$ cat src/rtl/mac_cfg_pkg.sv
// Shared definitions for the MAC configuration register slave: register map,
// command bit positions, reset values and the MAC byte-order helper.
package mac_cfg_pkg;

    localparam logic [7:0] ADDR_REV      = 8'h00;
    localparam logic [7:0] ADDR_CMD      = 8'h02;
    localparam logic [7:0] ADDR_MAC0     = 8'h03;
    localparam logic [7:0] ADDR_MAC1     = 8'h04;
    localparam logic [7:0] ADDR_FRM      = 8'h05;
    localparam logic [7:0] ADDR_PAUSE    = 8'h06;
    localparam logic [7:0] ADDR_THR_BASE = 8'h07;
    localparam logic [7:0] ADDR_IPG      = 8'h17;
    localparam logic [7:0] ADDR_TXCMD0   = 8'h3A;
    localparam logic [7:0] ADDR_TXCMD1   = 8'h3B;

    localparam int NUM_THR = 8;

    localparam int CMD_TX_ENA = 0;
    localparam int CMD_RX_ENA = 1;
    localparam int CMD_SW_RST = 13;

    localparam logic [15:0] RST_FRM_LEN = 16'd1518;
    localparam logic [15:0] RST_PAUSE   = 16'hFFFF;
    localparam logic [5:0]  RST_IPG     = 6'd12;

    // mac0 carries the first four octets LSB-first on the wire; mac1 the last two.
    function automatic logic [47:0] mac_addr_swap(input logic [31:0] m0, input logic [15:0] m1);
        return {m0[7:0], m0[15:8], m0[23:16], m0[31:24], m1[7:0], m1[15:8]};
    endfunction

endpackage

$ cat src/rtl/mac_cfg_reg_slave_if.sv
// Configuration bus between the MAC config master and the register slave.
interface mac_cfg_reg_slave_if #(
    parameter int DATA_W = 32,
    parameter int ADDR_W = 8
);
    logic              wr_en;
    logic              rd_en;
    logic [ADDR_W-1:0] addr;
    logic [DATA_W-1:0] wdata;
    logic              rdy;
    logic [DATA_W-1:0] rdata;
    logic              rdata_vld;

    modport master (output wr_en, rd_en, addr, wdata, input rdy, rdata, rdata_vld);
    modport slave  (input wr_en, rd_en, addr, wdata, output rdy, rdata, rdata_vld);
endinterface

$ cat src/rtl/mac_cfg_rd_pipe.sv
// Fixed-latency read-return delay line; data stages only load on a valid beat
// so the output holds the last returned word between pulses.
module mac_cfg_rd_pipe #(
    parameter int DATA_W = 32,
    parameter int RD_LAT = 2
) (
    input  logic              clk,
    input  logic              rst_n,
    input  logic              in_vld,
    input  logic [DATA_W-1:0] in_data,
    output logic              out_vld,
    output logic [DATA_W-1:0] out_data
);

    logic [RD_LAT:1]             vld_pipe;
    logic [RD_LAT:1][DATA_W-1:0] dat_pipe;

    always_ff @(posedge clk or negedge rst_n) begin
        if (!rst_n) begin
            vld_pipe <= '0;
            dat_pipe <= '0;
        end else begin
            vld_pipe[1] <= in_vld;
            if (in_vld) dat_pipe[1] <= in_data;
            for (int k = 2; k <= RD_LAT; k++) begin
                vld_pipe[k] <= vld_pipe[k-1];
                if (vld_pipe[k-1]) dat_pipe[k] <= dat_pipe[k-1];
            end
        end
    end

    assign out_vld  = vld_pipe[RD_LAT];
    assign out_data = dat_pipe[RD_LAT];

endmodule

$ cat src/rtl/mac_cfg_reg_slave.sv
// MAC configuration register bank: single-beat bus slave with busy gating,
// fixed read latency and a self-clearing soft reset toward the MAC core.
module mac_cfg_reg_slave
    import mac_cfg_pkg::*;
#(
    parameter int          DATA_W     = 32,
    parameter int          ADDR_W     = 8,
    parameter int          BUSY_CYC   = 2,
    parameter int          RD_LAT     = 2,
    parameter int          SW_RST_CYC = 16,
    parameter logic [31:0] REV        = 32'h0000_0901
) (
    input  logic                    clk,
    input  logic                    rst_n,
    mac_cfg_reg_slave_if.slave      bus,
    output logic [47:0]             cfg_mac_addr,
    output logic                    cfg_tx_ena,
    output logic                    cfg_rx_ena,
    output logic                    cfg_sw_rst,
    output logic [15:0]             cfg_max_frm,
    output logic [5:0]              cfg_ipg,
    output logic [15:0]             cfg_pause_quant,
    output logic [NUM_THR*16-1:0]   cfg_fifo_thr
);

    localparam int BUSY_W = $clog2(BUSY_CYC + 1);
    localparam int SW_W   = $clog2(SW_RST_CYC + 1);
    localparam logic [DATA_W-1:0] SW_MASK = DATA_W'(1) << CMD_SW_RST;

    logic [DATA_W-1:0]           cmd_q, mac0_q, txcmd0_q, txcmd1_q;
    logic [15:0]                 mac1_q, frm_q, pause_q;
    logic [NUM_THR-1:0][15:0]    thr_q;
    logic [5:0]                  ipg_q;
    logic                        sw_rst_q;
    logic [SW_W-1:0]             sw_cnt;
    logic [BUSY_W-1:0]           busy_cnt;

    logic              rdy, accept, do_wr, do_rd;
    logic              thr_hit;
    logic [ADDR_W-1:0] thr_off;
    logic [2:0]        thr_idx;
    logic [DATA_W-1:0] rd_mux, cmd_rd;

    assign rdy     = (busy_cnt == '0);
    assign accept  = rdy && (bus.wr_en || bus.rd_en);
    assign do_wr   = accept && bus.wr_en;
    assign do_rd   = accept && bus.rd_en && !bus.wr_en;  // write wins a dual strobe
    assign bus.rdy = rdy;

    assign thr_off = bus.addr - ADDR_W'(ADDR_THR_BASE);
    assign thr_hit = (bus.addr >= ADDR_W'(ADDR_THR_BASE)) && (thr_off < ADDR_W'(NUM_THR));
    assign thr_idx = thr_off[2:0];

    // Bit 13 always reads the live soft-reset state, not the stored write bit.
    assign cmd_rd = (cmd_q & ~SW_MASK) | (sw_rst_q ? SW_MASK : '0);

    always_comb begin
        rd_mux = '0;
        case (bus.addr)
            ADDR_W'(ADDR_REV):    rd_mux = DATA_W'(REV);
            ADDR_W'(ADDR_CMD):    rd_mux = cmd_rd;
            ADDR_W'(ADDR_MAC0):   rd_mux = mac0_q;
            ADDR_W'(ADDR_MAC1):   rd_mux = DATA_W'(mac1_q);
            ADDR_W'(ADDR_FRM):    rd_mux = DATA_W'(frm_q);
            ADDR_W'(ADDR_PAUSE):  rd_mux = DATA_W'(pause_q);
            ADDR_W'(ADDR_IPG):    rd_mux = DATA_W'(ipg_q);
            ADDR_W'(ADDR_TXCMD0): rd_mux = txcmd0_q;
            ADDR_W'(ADDR_TXCMD1): rd_mux = txcmd1_q;
            default:              if (thr_hit) rd_mux = DATA_W'(thr_q[thr_idx]);
        endcase
    end

    always_ff @(posedge clk or negedge rst_n) begin
        if (!rst_n) begin
            busy_cnt <= '0;
        end else if (accept) begin
            busy_cnt <= BUSY_W'(BUSY_CYC);
        end else if (busy_cnt != '0) begin
            busy_cnt <= busy_cnt - BUSY_W'(1);
        end
    end

    always_ff @(posedge clk or negedge rst_n) begin
        if (!rst_n) begin
            cmd_q    <= '0;
            mac0_q   <= '0;
            mac1_q   <= '0;
            frm_q    <= RST_FRM_LEN;
            pause_q  <= RST_PAUSE;
            thr_q    <= '0;
            ipg_q    <= RST_IPG;
            txcmd0_q <= '0;
            txcmd1_q <= '0;
        end else if (do_wr) begin
            case (bus.addr)
                ADDR_W'(ADDR_CMD):    cmd_q    <= bus.wdata;
                ADDR_W'(ADDR_MAC0):   mac0_q   <= bus.wdata;
                ADDR_W'(ADDR_MAC1):   mac1_q   <= bus.wdata[15:0];
                ADDR_W'(ADDR_FRM):    frm_q    <= bus.wdata[15:0];
                ADDR_W'(ADDR_PAUSE):  pause_q  <= bus.wdata[15:0];
                ADDR_W'(ADDR_IPG):    ipg_q    <= bus.wdata[5:0];
                ADDR_W'(ADDR_TXCMD0): txcmd0_q <= bus.wdata;
                ADDR_W'(ADDR_TXCMD1): txcmd1_q <= bus.wdata;
                default:              if (thr_hit) thr_q[thr_idx] <= bus.wdata[15:0];
            endcase
        end
    end

    // Writing bit 13 high (re)arms the countdown; writing it low never aborts.
    always_ff @(posedge clk or negedge rst_n) begin
        if (!rst_n) begin
            sw_rst_q <= 1'b0;
            sw_cnt   <= '0;
        end else if (do_wr && bus.addr == ADDR_W'(ADDR_CMD) && bus.wdata[CMD_SW_RST]) begin
            sw_rst_q <= 1'b1;
            sw_cnt   <= SW_W'(SW_RST_CYC);
        end else if (sw_rst_q) begin
            if (sw_cnt <= SW_W'(1)) begin
                sw_rst_q <= 1'b0;
                sw_cnt   <= '0;
            end else begin
                sw_cnt   <= sw_cnt - SW_W'(1);
            end
        end
    end

    mac_cfg_rd_pipe #(
        .DATA_W (DATA_W),
        .RD_LAT (RD_LAT)
    ) u_rd_pipe (
        .clk      (clk),
        .rst_n    (rst_n),
        .in_vld   (do_rd),
        .in_data  (rd_mux),
        .out_vld  (bus.rdata_vld),
        .out_data (bus.rdata)
    );

    assign cfg_mac_addr    = mac_addr_swap(mac0_q[31:0], mac1_q);
    assign cfg_tx_ena      = cmd_q[CMD_TX_ENA] & ~sw_rst_q;
    assign cfg_rx_ena      = cmd_q[CMD_RX_ENA] & ~sw_rst_q;
    assign cfg_sw_rst      = sw_rst_q;
    assign cfg_max_frm     = frm_q;
    assign cfg_ipg         = ipg_q;
    assign cfg_pause_quant = pause_q;
    assign cfg_fifo_thr    = thr_q;

endmodule

$ cat src/flat_wrapper.sv
// flat-port wrapper written by rule: the top's interface ports become plain ports
module mac_cfg_reg_slave_flat import mac_cfg_pkg::*;
#(
    parameter int          DATA_W     = 32,
    parameter int          ADDR_W     = 8,
    parameter int          BUSY_CYC   = 2,
    parameter int          RD_LAT     = 2,
    parameter int          SW_RST_CYC = 16,
    parameter logic [31:0] REV        = 32'h0000_0901
)
  (clk, rst_n, cfg_mac_addr, cfg_tx_ena, cfg_rx_ena, cfg_sw_rst, cfg_max_frm, cfg_ipg, cfg_pause_quant, cfg_fifo_thr, bus_wr_en, bus_rd_en, bus_addr, bus_wdata, bus_rdy, bus_rdata, bus_rdata_vld);
  mac_cfg_reg_slave_if #(.DATA_W(DATA_W), .ADDR_W(ADDR_W)) bus_i ();
  input  logic clk;
  input  logic rst_n;
  output logic [47:0] cfg_mac_addr;
  output logic cfg_tx_ena;
  output logic cfg_rx_ena;
  output logic cfg_sw_rst;
  output logic [15:0] cfg_max_frm;
  output logic [5:0] cfg_ipg;
  output logic [15:0] cfg_pause_quant;
  output logic [NUM_THR*16-1:0] cfg_fifo_thr;
  input wire logic [$bits(bus_i.wr_en)-1:0] bus_wr_en;
  input wire logic [$bits(bus_i.rd_en)-1:0] bus_rd_en;
  input wire logic [$bits(bus_i.addr)-1:0] bus_addr;
  input wire logic [$bits(bus_i.wdata)-1:0] bus_wdata;
  output wire logic [$bits(bus_i.rdy)-1:0] bus_rdy;
  output wire logic [$bits(bus_i.rdata)-1:0] bus_rdata;
  output wire logic [$bits(bus_i.rdata_vld)-1:0] bus_rdata_vld;
  assign bus_i.wr_en = bus_wr_en;
  assign bus_i.rd_en = bus_rd_en;
  assign bus_i.addr = bus_addr;
  assign bus_i.wdata = bus_wdata;
  assign bus_rdy = bus_i.rdy;
  assign bus_rdata = bus_i.rdata;
  assign bus_rdata_vld = bus_i.rdata_vld;
  mac_cfg_reg_slave #(.DATA_W(DATA_W), .ADDR_W(ADDR_W), .BUSY_CYC(BUSY_CYC), .RD_LAT(RD_LAT), .SW_RST_CYC(SW_RST_CYC), .REV(REV)) u_core (.clk(clk), .rst_n(rst_n), .bus(bus_i), .cfg_mac_addr(cfg_mac_addr), .cfg_tx_ena(cfg_tx_ena), .cfg_rx_ena(cfg_rx_ena), .cfg_sw_rst(cfg_sw_rst), .cfg_max_frm(cfg_max_frm), .cfg_ipg(cfg_ipg), .cfg_pause_quant(cfg_pause_quant), .cfg_fifo_thr(cfg_fifo_thr));
endmodule
$ cat config.mk
export PLATFORM = sky130hd
export DESIGN_NAME = mac_cfg_reg_slave_flat
export DESIGN_NICKNAME = d
export VERILOG_FILES = /design/src/rtl/mac_cfg_pkg.sv /design/src/rtl/mac_cfg_reg_slave_if.sv /design/src/rtl/mac_cfg_rd_pipe.sv /design/src/rtl/mac_cfg_reg_slave.sv /design/src/flat_wrapper.sv
export SDC_FILE = /design/constraint.sdc
export NUM_CORES = 1
export LEC_CHECK = 0
export CAP_MARGIN = 20
export CORE_AREA = 2 2 267 269
export CTS_CLUSTER_SIZE = 30
export DETAILED_ROUTE_END_ITERATION = 7
export DIE_AREA = 0 0 269 271
export PLACE_DENSITY_LB_ADDON = 0.2
export SLEW_MARGIN = 20
export SYNTH_ARGS = -nofsm -noshare
export SYNTH_HDL_FRONTEND = slang
export SYNTH_SLANG_ARGS = --single-unit
export TNS_END_PERCENT = 5
$ cat constraint.sdc
create_clock -name clk -period 3 [get_ports clk]
set_clock_uncertainty 0.15 [all_clocks]
set_input_delay 0.6 -clock clk [delete_from_list [all_inputs] [get_ports clk]]
set_output_delay 0.6 -clock clk [all_outputs]
set_load 0.1 [all_outputs]
==> reports/metrics.csv, run 1 <==
stage,metric,value,unit
run_status,status,completed,
placement,dp.cells,2576,
route,avgRoutedWirePerCell,22.93,um
pwr,sequentialPowerShare,40.9,%
logic_synthesis,synth_cell_types,67,
logic_synthesis,ys_warn_count,0,
placement,gp_congestion,0.8011,
clock_network,cts.htree.levels,2,
clock_network,cts.clk_slew.worst_paths,0.06,ns
route,drtIter0Drc,783,
global_route,grt_start_max_net_pins,78,
clock_network,clk_path_buf_depth,3,
pwr,p_int,9509,uW
clock_network,numCtsBuffers,47,
pwr,power_frac_clock,41.5,%
global_route,grt_usage,16.72,%
pwr,p_switching,4308,uW
route,via_count,12479,
run,maxCapViolations,0,
pwr,switching_share,31.18,%
clock_network,cts.sink_count,383,
pwr,leakagePower,0.01128,uW
finish,finalNonFillerCells,2664,
clock_network,cts_resized,0,
global_route,grt_pass1_vias,13147,
logic_synthesis,synth_edf_count,0,
clock_network,cts_hold_buf,1,
route,highest_layer,met5,
pwr,p_per_area,591.6,mW/mm^2
finish,fill_cells,7020,
route,first_pass_iters,7,
logic_synthesis,syn_area_per_cell,13.12,sq um
route,wl_met1,27280,um
sta,slew_headroom,40.69,%
route,wl_met3,3465,um
finish,fin_nets,1737,
sta,fmax,0.3509,GHz
route,wl_met2,29250,um
route,viasPerCell,4.684,
die,die_w,269,um
setup_path,end_kind,register,
finish,drive_gt1_share,49.88,%
sta,period_minus_slack,2.850,ns
clock_network,cts_tree,built,
finish,register_area,0.009618,sq mm
finish,final_util,33.47,%
clock_network,cts_root_buf,clkbuf_16,
finish,area_growth,34.66,%
logic_synthesis,synthCells,1322,
min_path,min_path_type,reg2reg,
finish,multi_input_area,0.007049,sq mm
setup_path,required,3.32,ns
die,placementRows,97,
logic_synthesis,ys_seq_area_share,55.45,%
sta,hold_slack,0.3243,ns
die,coreArea,0.06979,sq mm
global_route,grt_pass1_wl,90840,um
placement,port_buffers,294,
route,antenna_left,0,
die,initial_utilization,24.85,%
placement,hpwlAfterDp,44720,um
setup_path,crit_arrival,3.17,ns
sta,final_max_slew_viol_count,0,
sta,final.setup.tns,0,ns
logic_synthesis,async_flop_share,100.0,%
setup_path,crit_fanout,3,
clock_network,clk-insertion-delay-late,0.60,ns
route,wl,61080,um
logic_synthesis,ys.flop_type,dfrtp_1,
die,die-area,0.07290,sq mm
setup_path,startpoint_type,input port,
sta,worst_pin_slew,0.8869,ns
finish,diodes,0,
sta,finalCritPeriodShare,95.00,%
die,io_pins,295,
pwr,worst_ir_drop_vdd,0.0003619,V
sta,hold_viol,0,
clock_network,post-cts-setup-buffers,0,
setup_path,critical_path_class,in2reg,
logic_synthesis,syn_area,0.01734,sq mm
global_route,antenna_found_initial,2,
logic_synthesis,ys_seq_elements,383,
route,post-route-drc-count,0,
sta,setup_viol,0,
die,die_y,271,um
pwr,comb_power_share,17.6,%
sta,rsz0062_at_grt,no,
global_route,gr-total-overflow,0,
logic_synthesis,synth_nets,1373,
==> cells by family (layout without fill, tap and decap cells) <==
kind of cell	after synthesis	after routing	share of synthesized area [%]
and+or+nand+nor	206	206	6.175
AOI/OAI and AO/OA	218	218	8.982
adders and majority gates	7	7	0.5050
muxes	361	361	24.45
DFF	383	383	55.45
xor gates and xnor gates	3	3	0.1515
buffers and inverters	144	546	4.292
==> final timing paths <==
kind	startpoint	end	slack, ns	cells after the start
max in group asynchronous	rst_n	u_core.cfg_pause_quant[4]$_DFFE_PN1P_	1.37	3
min in group asynchronous	rst_n	u_core.u_rd_pipe.out_data[19]$_DFFE_PN0P_	0.46	2
max	bus_addr[1]	u_core.u_rd_pipe.dat_pipe[0]$_DFFE_PN0P_	0.15	10
max reg2reg	u_core.busy_cnt[0]$_DFFE_PN0P_	u_core.cfg_fifo_thr[111]$_DFFE_PN0P_	0.65	8
min reg2reg	u_core.u_rd_pipe.dat_pipe[28]$_DFFE_PN0P_	u_core.u_rd_pipe.dat_pipe[28]$_DFFE_PN0P_	0.32	2
min	u_core.u_rd_pipe.dat_pipe[28]$_DFFE_PN0P_	u_core.u_rd_pipe.dat_pipe[28]$_DFFE_PN0P_	0.32	2
==> sequential cells by signal, summed over array words and instances (netlist names) <==
name	cells
u_core.mac1_q	16
u_core.cfg_fifo_thr	128
u_core.cfg_sw_rst	1
u_core.u_rd_pipe.out_data	32
u_core.cfg_pause_quant	16
u_core.u_rd_pipe.dat_pipe	32
u_core.txcmd1_q	32
u_core.busy_cnt	2
u_core.mac0_q	32
u_core.txcmd0_q	32
u_core.cfg_max_frm	16
u_core.cmd_q	31
u_core.u_rd_pipe.vld_pipe	2
u_core.cfg_ipg	6
u_core.sw_cnt	5
==> placed cells by master, fill, tap and decap left out, types with 5 or more instances in the layout <==
master           instances
a211oi_1                10
a21oi_1                 47
a221o_1                  8
a221oi_1                20
a222oi_1                 7
a22o_1                   9
a22oi_1                 39
a32oi_1                 13
and2_1                   6
buf_12                  32
buf_4                  373
clkbuf_1                12
clkbuf_16               47
clkbuf_8                16
clkdlybuf4s50_1         41
clkinv_2                 5
dfrtp_1                356
dfstp_2                 26
inv_1                    9
mux2_1                  30
mux2_2                 291
mux2_4                  20
mux2i_1                 10
mux4_2                  10
nand2_1                 50
nand3_1                  9
nor2_1                  55
nor3_1                  41
nor3b_1                 11
o21ai_0                 29
o22ai_1                 12
==> routing by layer <==
layer / global-route usage [%] / vias up
li1: - / 5596
met1: 22.60 / 6455
met2: 27.38 / 350
met3: 3.550 / 74
met4: 3.611 / 4
met5: 0 / -
==> cells in the mapped netlist (11+ instances only) <==
| library cell | count | area, sq um |
|---|---|---|
| buf_1 | 13 | 48.80 |
| mux2_2 | 291 | 3277 |
| nor3_1 | 42 | 210.2 |
| dfrtp_1 | 357 | 8934 |
| buf_2 | 22 | 110.1 |
| nor2_1 | 57 | 214.0 |
| clkbuf_1 | 57 | 214.0 |
| o21ai_0 | 29 | 145.1 |
| a21oi_1 | 47 | 235.2 |
| nand2_1 | 52 | 195.2 |
| nor3b_1 | 11 | 82.58 |
| a221oi_1 | 20 | 175.2 |
| o22ai_1 | 12 | 75.07 |
| mux2_4 | 20 | 300.3 |
| a32oi_1 | 13 | 113.9 |
| a22oi_1 | 39 | 292.8 |
| dfstp_2 | 26 | 683.2 |
| mux2_1 | 30 | 337.8 |
| buf_4 | 37 | 277.8 |
==> area by class of cell <==
type                            instances  share of cell area (%)
Sequential cell                       383                   41.18
Inverter                               10                  0.1821
Timing Repair Buffer                  449                   16.62
Multi-Input combinational cell        795                   30.18
Clock buffer                           75                   6.171
Tap cell                              940                   5.036
Clock inverter                         12                  0.6321
==> critical path, stage by stage <==
cell and delay [ns]:
clkdlybuf4s50_1 0.58, inv_1 0.09, ha_1 0.22, buf_4 0.16
a222oi_1 0.44, buf_4 0.21, o22ai_1 0.07, a21oi_1 0.15
o21ai_0 0.26, a221o_1 0.40
==> power groups by stage <==
| stage | combinational (uW) | sequential, uW | clock [uW] |
|---|---|---|---|
| after global routing | 2580 | 5680 | 6140 |
| after floorplan | 833 | 6450 | 0 |
| final | 2430 | 5650 | 5740 |
| after detailed placement | 2460 | 5740 | 0 |
| after CTS | 2460 | 5650 | 5930 |
| after global placement | 2440 | 5740 | 0 |
==> metrics by stage <==
| step | cell area [sq um] | total power [uW] | setup WS (ns) |
|---|---|---|---|
| after floorplan | 17350 | 7288 | -0.02951 |
| after global placement | 21760 | 8175 | -0.4273 |
| after detailed placement | 21760 | 8199 | -0.4485 |
| after CTS | 23360 | 14040 | 0.1917 |
| after global routing | 23360 | 14400 | 0.02708 |
| final | 23360 | 13820 | 0.1500 |
Power figures use the tool's default switching activity.
==> run 2, diff against run 1 <==
- REMOVE_ABC_BUFFERS: default -> 1
==> run 2 against run 1 <==
  * Sequential power is 0.7% lower
  * Flip-flop and latch count stayed put
  * Maximum frequency decreased by 1.4%
  * Total power increased by 0.89%
  * Critical path depth unchanged
  * Largest cell class unchanged
  * Highest routed layer unchanged
==> reports/metrics.csv, run 2 (synthesized netlist as in run 1, its figures left out) <==
stage,metric,value,unit,change
setup_path,rrSetupSlack,0.47,ns,-0.18 ns
die,coreArea,0.06979,sq mm,unchanged
die,die_w,269,um,unchanged
clock_network,cts.htree.levels,2,,unchanged
route,viasPerCell,4.635,,-1.1%
clock_network,cts_tree,built,,
pwr,leakagePower,0.01121,uW,-0.66%
setup_path,worstReg2RegEnd,u_core.cfg_fifo_thr[16]$_DFFE_PN0P_,,
pwr,p_per_area,598.6,mW/mm^2,+1.2%
finish,largest_register_ffs,128,,unchanged
setup_path,end_kind,register,,
setup_path,crit_start,bus_addr[1],,
finish,layout_commonest_cell,buf_4,,
finish,finalNonFillerCells,2655,,-0.34%
clock_network,clk-insertion-delay-late,0.58,ns,-0.02 ns
sta,worst_pin_slew,0.7974,ns,-0.08945 ns
setup_path,reg2reg_from,u_core.busy_cnt[0]$_DFFE_PN0P_,,
sta,rsz0062_at_grt,no,,
placement,hpwlAfterDp,44930,um,+0.45%
global_route,gr-total-overflow,0,,unchanged
global_route,antenna_found_initial,3,,+1
die,die-area,0.07290,sq mm,unchanged
run,maxCapViolations,0,,unchanged
die,io_pins,295,,unchanged
placement,port_buffers,294,,unchanged
setup_path,startpoint_type,input port,,
finish,final_util,33.37,%,-0.095 points
route,via_count,12305,,-1.4%
global_route,grt_pass1_wl,91310,um,+0.52%
setup_path,path_buf_inv,4,,unchanged
finish,final_cell_mix,"buf_4, dfrtp_1, mux2_2",,
finish,area_growth,34.28,%,
setup_path,slowest_delay,0.49,ns,-0.09 ns
pwr,worst_ir_drop_vdd,0.0003671,V,+1.4%
global_route,grt_usage,16.99,%,+0.27 points
clock_network,cts_root_buf,clkbuf_16,,
setup_path,r2r_cells,8,,unchanged
setup_path,crit_end,u_core.cfg_fifo_thr[47]$_DFFE_PN0P_,,
global_route,grt_start_max_net_pins,73,,-6.4%
finish,drive_gt1_share,49.15,%,-0.73 points
route,drtIter0Drc,734,,-6.3%
clock_network,cts.clk_slew.worst_paths,0.06,ns,about the same
min_path,hp-start,u_core.busy_cnt[0]$_DFFE_PN0P_,,
run_status,status,completed,,
setup_path,crit_arrival,3.19,ns,+0.02 ns
route,avgRoutedWirePerCell,23.47,um,+2.4%
route,post-route-drc-count,0,,unchanged
min_path,min_path_type,reg2reg,,
placement,place_ws,-0.6800,ns,-0.2315 ns
sta,period_minus_slack,2.890,ns,+0.04026 ns
setup_path,worstSetupPathDepth,10,,unchanged
route,wl,62330,um,+2.0%
setup_path,path_cells,clkdlybuf4s50_1 -> inv_1 -> ha_2 -> or2_0 -> a32o_1 -> a2111oi_4 -> buf_4 -> nand4_4 -> buf_12 -> mux2_1,,
setup_path,path_delay_family,buffers and inverters,,
setup_path,required,3.30,ns,-0.02 ns
route,first_pass_iters,6,,-1
setup_path,cp_slowest_cell,clkdlybuf4s50_1,,
route,antenna_left,0,,unchanged
sta,fmax,0.3460,GHz,-1.4%
sta,slew_headroom,46.64,%,+6.0 points
setup_path,critical_path_class,in2reg,,
clock_network,cts.sink_count,383,,unchanged
die,initial_utilization,24.85,%,unchanged
die,placementRows,97,,unchanged
placement,gp_congestion,0.7705,,-3.8%
sta,finalCritPeriodShare,96.34,%,+1.3 points
global_route,grt_pass1_vias,13060,,-0.66%
die,die_y,271,um,unchanged
setup_path,crit_fanout,16,,+13
sta,worst_slack,0.1097,ns,-0.04026 ns
clock_network,numCtsBuffers,48,,+2.1%
finish,fill_cells,6955,,-0.93%
sta,setup_viol,0,,unchanged
placement,dp.cells,2564,,-0.47%
finish,fin_nets,1726,,-0.63%
sta,final_max_slew_viol_count,0,,unchanged
min_path,min_path_cells,1,,-1
clock_network,clk_path_buf_depth,3,,unchanged
sta,hold_viol,0,,unchanged
-- run 2: cell types whose count changed in the layout (fill, tap and decap cells not counted), sizes merged --
cell and change:
clkinv -4, clkbuf +1, clkinvlp +1, bufinv +3, diode +2, buf -12
-- run 2: area by class of cell --
| cell class | count | area, sq um | area share (%) |
|---|---|---|---|
| clock inverters | 12 | 168.9 | 0.7253 |
| repair buffers | 437 | 3816 | 16.39 |
| clock buffers | 76 | 1418 | 6.087 |
| well taps | 940 | 1176 | 5.050 |
| multi-input cells | 795 | 7051 | 30.27 |
| inverters | 10 | 37.54 | 0.1612 |
| diodes | 2 | 5.005 | 0.02149 |
| flip-flops and latches | 383 | 9618 | 41.30 |
-- run 2: worst min path at each step --
stage / end
final: u_core.busy_cnt[0]$_DFFE_PN0P_
after global routing: u_core.txcmd0_q[2]$_DFFE_PN0P_
after CTS: u_core.busy_cnt[0]$_DFFE_PN0P_
after detailed placement: u_core.u_rd_pipe.dat_pipe[31]$_DFFE_PN0P_
after global placement: u_core.busy_cnt[0]$_DFFE_PN0P_
after floorplan: u_core.busy_cnt[0]$_DFFE_PN0P_
-- run 2: routing by layer --
| layer | share of wire [%] | vias to the layer above | track usage (%) |
|---|---|---|---|
| met1 | 44 | 6355 | 22.21 |
| met3 | 6.8 | 75 | 4.724 |
| li1 | - | 5575 | - |
| met4 | 1.9 | 2 | 4.240 |
| met5 | 0.016 | - | 0 |
| met2 | 47 | 298 | 27.60 |
-- run 2: power by group --
part | switching (uW) | leakage, uW | internal (uW)
clock | 2300 | 0.000776 | 3570
combinational | 1760 | 0.00521 | 707
sequential | 206 | 0.00522 | 5400
-- run 2: what timing repair did --
action / 4_1_cts / 5_1_grt
hold buffers: 1 / 0
resized for setup: 1 / 0
setup endpoints to repair: 2 / 0
setup buffers: 0 / 0
hold endpoints to repair: 31 / 0
-- run 2: through the flow --
stage | total power, uW | instance area (sq um) | TNS [ns] | hold slack [ns]
2_1_floorplan | 7220 | 16640 | -392.75 | 0.1544
3_3_place_gp | 8163 | 21680 | -63.69 | 0.3095
3_5_place_dp | 8196 | 21680 | -66.76 | 0.3209
4_1_cts | 14190 | 23280 | 0 | 0.3282
5_1_grt | 14530 | 23290 | 0 | 0.3410
6_report | 13940 | 23290 | 0 | 0.3263
==> run 3, diff against run 2 <==
- clock period: 3 -> 2.9 ns (I/O delays scaled with it)
==> run 3 against run 2 <==
  * Flip-flop and latch count stayed put
  * Clock power is 4.3% higher
  * Utilization about the same
  * Critical path type unchanged
  * Largest cell class unchanged
  * Non-clock buffer count fell by 2
  * Hold slack gained 0.0055 ns
  * First-iteration DRC count is 11% lower
==> reports/metrics.csv, run 3 (synthesized netlist as in run 1, its figures left out) <==
stage,metric,value,unit,change
run_status,status,completed,,
pwr,p_switching,4396,uW,+3.2%
global_route,grt_pass1_vias,13075,,+0.11%
finish,final_cell_mix,"buf_4, dfrtp_1, mux2_2",,
setup_path,reg2reg_from,u_core.busy_cnt[0]$_DFFE_PN0P_,,
route,post-route-drc-count,0,,unchanged
pwr,comb_power_share,17.6,%,about the same
die,die_w,269,um,unchanged
finish,final_util,33.35,%,about the same
placement,dpl-instance-area,0.02163,sq mm,-0.24%
clock_network,cts.htree.levels,2,,unchanged
sta,hold_viol,0,,unchanged
pwr,sequentialPowerShare,40.1,%,about the same
route,first_pass_iters,5,,-1
die,initial_utilization,24.85,%,unchanged
placement,gp_congestion,0.7782,,+1.0%
clock_network,clk-insertion-delay-late,0.58,ns,about the same
sta,fmax,0.3586,GHz,
clock_network,clk_path_buf_depth,3,,unchanged
clock_network,cts_tree,built,,
clock_network,cts_root_buf,clkbuf_16,,
run,maxCapViolations,0,,unchanged
clock_network,numCtsBuffers,47,,-2.1%
route,avgRoutedWirePerCell,23.47,um,about the same
setup_path,startpoint_type,input port,,
sta,period_minus_slack,2.788,ns,
pwr,p_per_area,622.0,mW/mm^2,+3.9%
placement,hpwlAfterDp,44550,um,-0.83%
global_route,antenna_found_initial,2,,-1
die,die-area,0.07290,sq mm,unchanged
route,antenna_left,0,,unchanged
global_route,gr-total-overflow,0,,unchanged
min_path,hp-start,u_core.u_rd_pipe.dat_pipe[27]$_DFFE_PN0P_,,
sta,final_max_slew_viol_count,0,,unchanged
setup_path,crit_fanout,16,,unchanged
die,placementRows,97,,unchanged
pwr,power_frac_clock,42.3,%,+0.2 points
clock_network,cts.sink_count,383,,unchanged
setup_path,end_kind,register,,
sta,setup_viol,0,,unchanged
setup_path,crit_arrival,3.08,ns,-0.11 ns
setup_path,path_buf_inv,4,,unchanged
pwr,p_int,10080,uW,+4.1%
setup_path,path_cells,clkdlybuf4s50_1 -> inv_1 -> ha_1 -> or2_0 -> a32o_1 -> a2111oi_4 -> buf_4 -> nand4_4 -> buf_12 -> mux2_1,,
setup_path,required,3.19,ns,-0.11 ns
finish,final_cell_area,0.02327,sq mm,about the same
pwr,worst_ir_drop_vdd,0.0003480,V,-5.2%
sta,rsz0062_at_grt,no,,
clock_network,cts.clk_slew.worst_paths,0.06,ns,about the same
route,viasPerCell,4.659,,+0.53%
die,io_pins,295,,unchanged
setup_path,cp_slowest_cell,clkdlybuf4s50_1,,
finish,area_growth,34.19,%,about the same
setup_path,path_delay_family,buffers and inverters,,
setup_path,crit_start,bus_addr[1],,
global_route,grt_start_max_net_pins,78,,+6.8%
placement,port_buffers,294,,unchanged
finish,layout_commonest_cell,buf_4,,
finish,fill_cells,6984,,+0.42%
route,drtIter0Drc,653,,-11%
global_route,grt_usage,17.02,%,+0.027 points
die,die_y,271,um,unchanged
global_route,grt_pass1_wl,91590,um,+0.31%
sta,finalCritPeriodShare,96.15,%,
die,coreArea,0.06979,sq mm,unchanged
finish,largest_register_ffs,128,,unchanged
finish,fin_nets,1723,,-0.17%
pwr,switching_share,30.37,%,-0.18 points
sta,slew_headroom,47.06,%,+0.42 points
sta,worst_pin_slew,0.7916,ns,-0.005801 ns
route,via_count,12356,,+0.41%
finish,drive_gt1_share,49.59,%,+0.44 points
setup_path,slowest_delay,0.48,ns,about the same
setup_path,critical_path_class,in2reg,,
route,wl,62240,um,-0.13%
pwr,p_total,14480,uW,+3.8%
pwr,leakagePower,0.01121,uW,about the same
min_path,min_path_type,reg2reg,,
run 3: changes by cell type in the layout (fill, tap and decap cells not counted), sizes merged:
cell | before | now
clkinv | 7 | 11
clkbuf | 76 | 71
clkinvlp | 1 | 2
buf | 395 | 393
inv | 10 | 9
run 3: power groups by stage:
stage | logic (uW) | clock network [uW] | registers (uW)
2_1_floorplan | 699 | 0 | 6770
3_3_place_gp | 2550 | 0 | 5890
3_5_place_dp | 2570 | 0 | 5900
4_1_cts | 2580 | 6350 | 5810
5_1_grt | 2700 | 6550 | 5840
6_report | 2550 | 6120 | 5810
run 3: area by class of cell:
class                      instances  area, sq um  share of cell area [%]
clock buffer                      71         1439                   6.182
timing repair buffer             435         3764                   16.17
inverter                          10        37.54                  0.1613
multi-input combinational        795         7051                   30.29
sequential                       383         9618                   41.32
antenna                            2        5.005                 0.02150
clock inverter                    16        185.2                  0.7956
tap                              940         1176                   5.053
run 3: path summary, 6_finish.rpt:
path / cells after the start / endpoint / slack, ns
min in group asynchronous: 2 / u_core.txcmd1_q[27]$_DFFE_PN0P_ / 0.40
max in group asynchronous: 3 / u_core.u_rd_pipe.out_data[19]$_DFFE_PN0P_ / 1.29
worst min-delay path: 2 / u_core.u_rd_pipe.dat_pipe[27]$_DFFE_PN0P_ / 0.33
worst max-delay path: 10 / u_core.cfg_fifo_thr[15]$_DFFE_PN0P_ / 0.11
worst max register to register: 9 / u_core.cfg_fifo_thr[31]$_DFFE_PN0P_ / 0.54
worst min register to register: 2 / u_core.u_rd_pipe.dat_pipe[27]$_DFFE_PN0P_ / 0.33
run 3: stage by stage:
stage                     worst slack [ns]  hold WS [ns]  setup TNS (ns)  instances
after detailed placement           -0.5977        0.3247          -96.55       2562
final                               0.1117        0.3317               0       2652
after global placement             -0.5220        0.3093          -98.30       2562
after CTS                          0.02904        0.3411               0       2650
after floorplan                     -2.627        0.1344         -418.51       1188
after global routing               0.05223        0.3520               0       2650
run 3: worst reg2reg max path: stages (launching register included):
cell and delay (ns):
dfrtp_1 0.39, inv_1 0.06, ha_1 0.21, and2_1 0.23, buf_12 0.17, and2_1 0.18, nand2_2 0.09, nor3_4 0.21
buf_12 0.20, mux2_2 0.36
run 3: layer usage:
layer	global-route usage (%)	part of all wire [%]	vias to the layer above
li1	-	-	5548
met1	22.60	44	6402
met2	27.24	47	323
met3	4.524	6.6	81
met4	4.561	2.3	2
met5	0	0.021	-
run 3: what timing repair did:
action                                 4_1_cts  5_1_grt
setup endpoints to repair                    0        7
hold buffers                                 1        0
gates resized for setup                      0        1
buffers inserted                             0        0
endpoints found under the hold margin       45        0
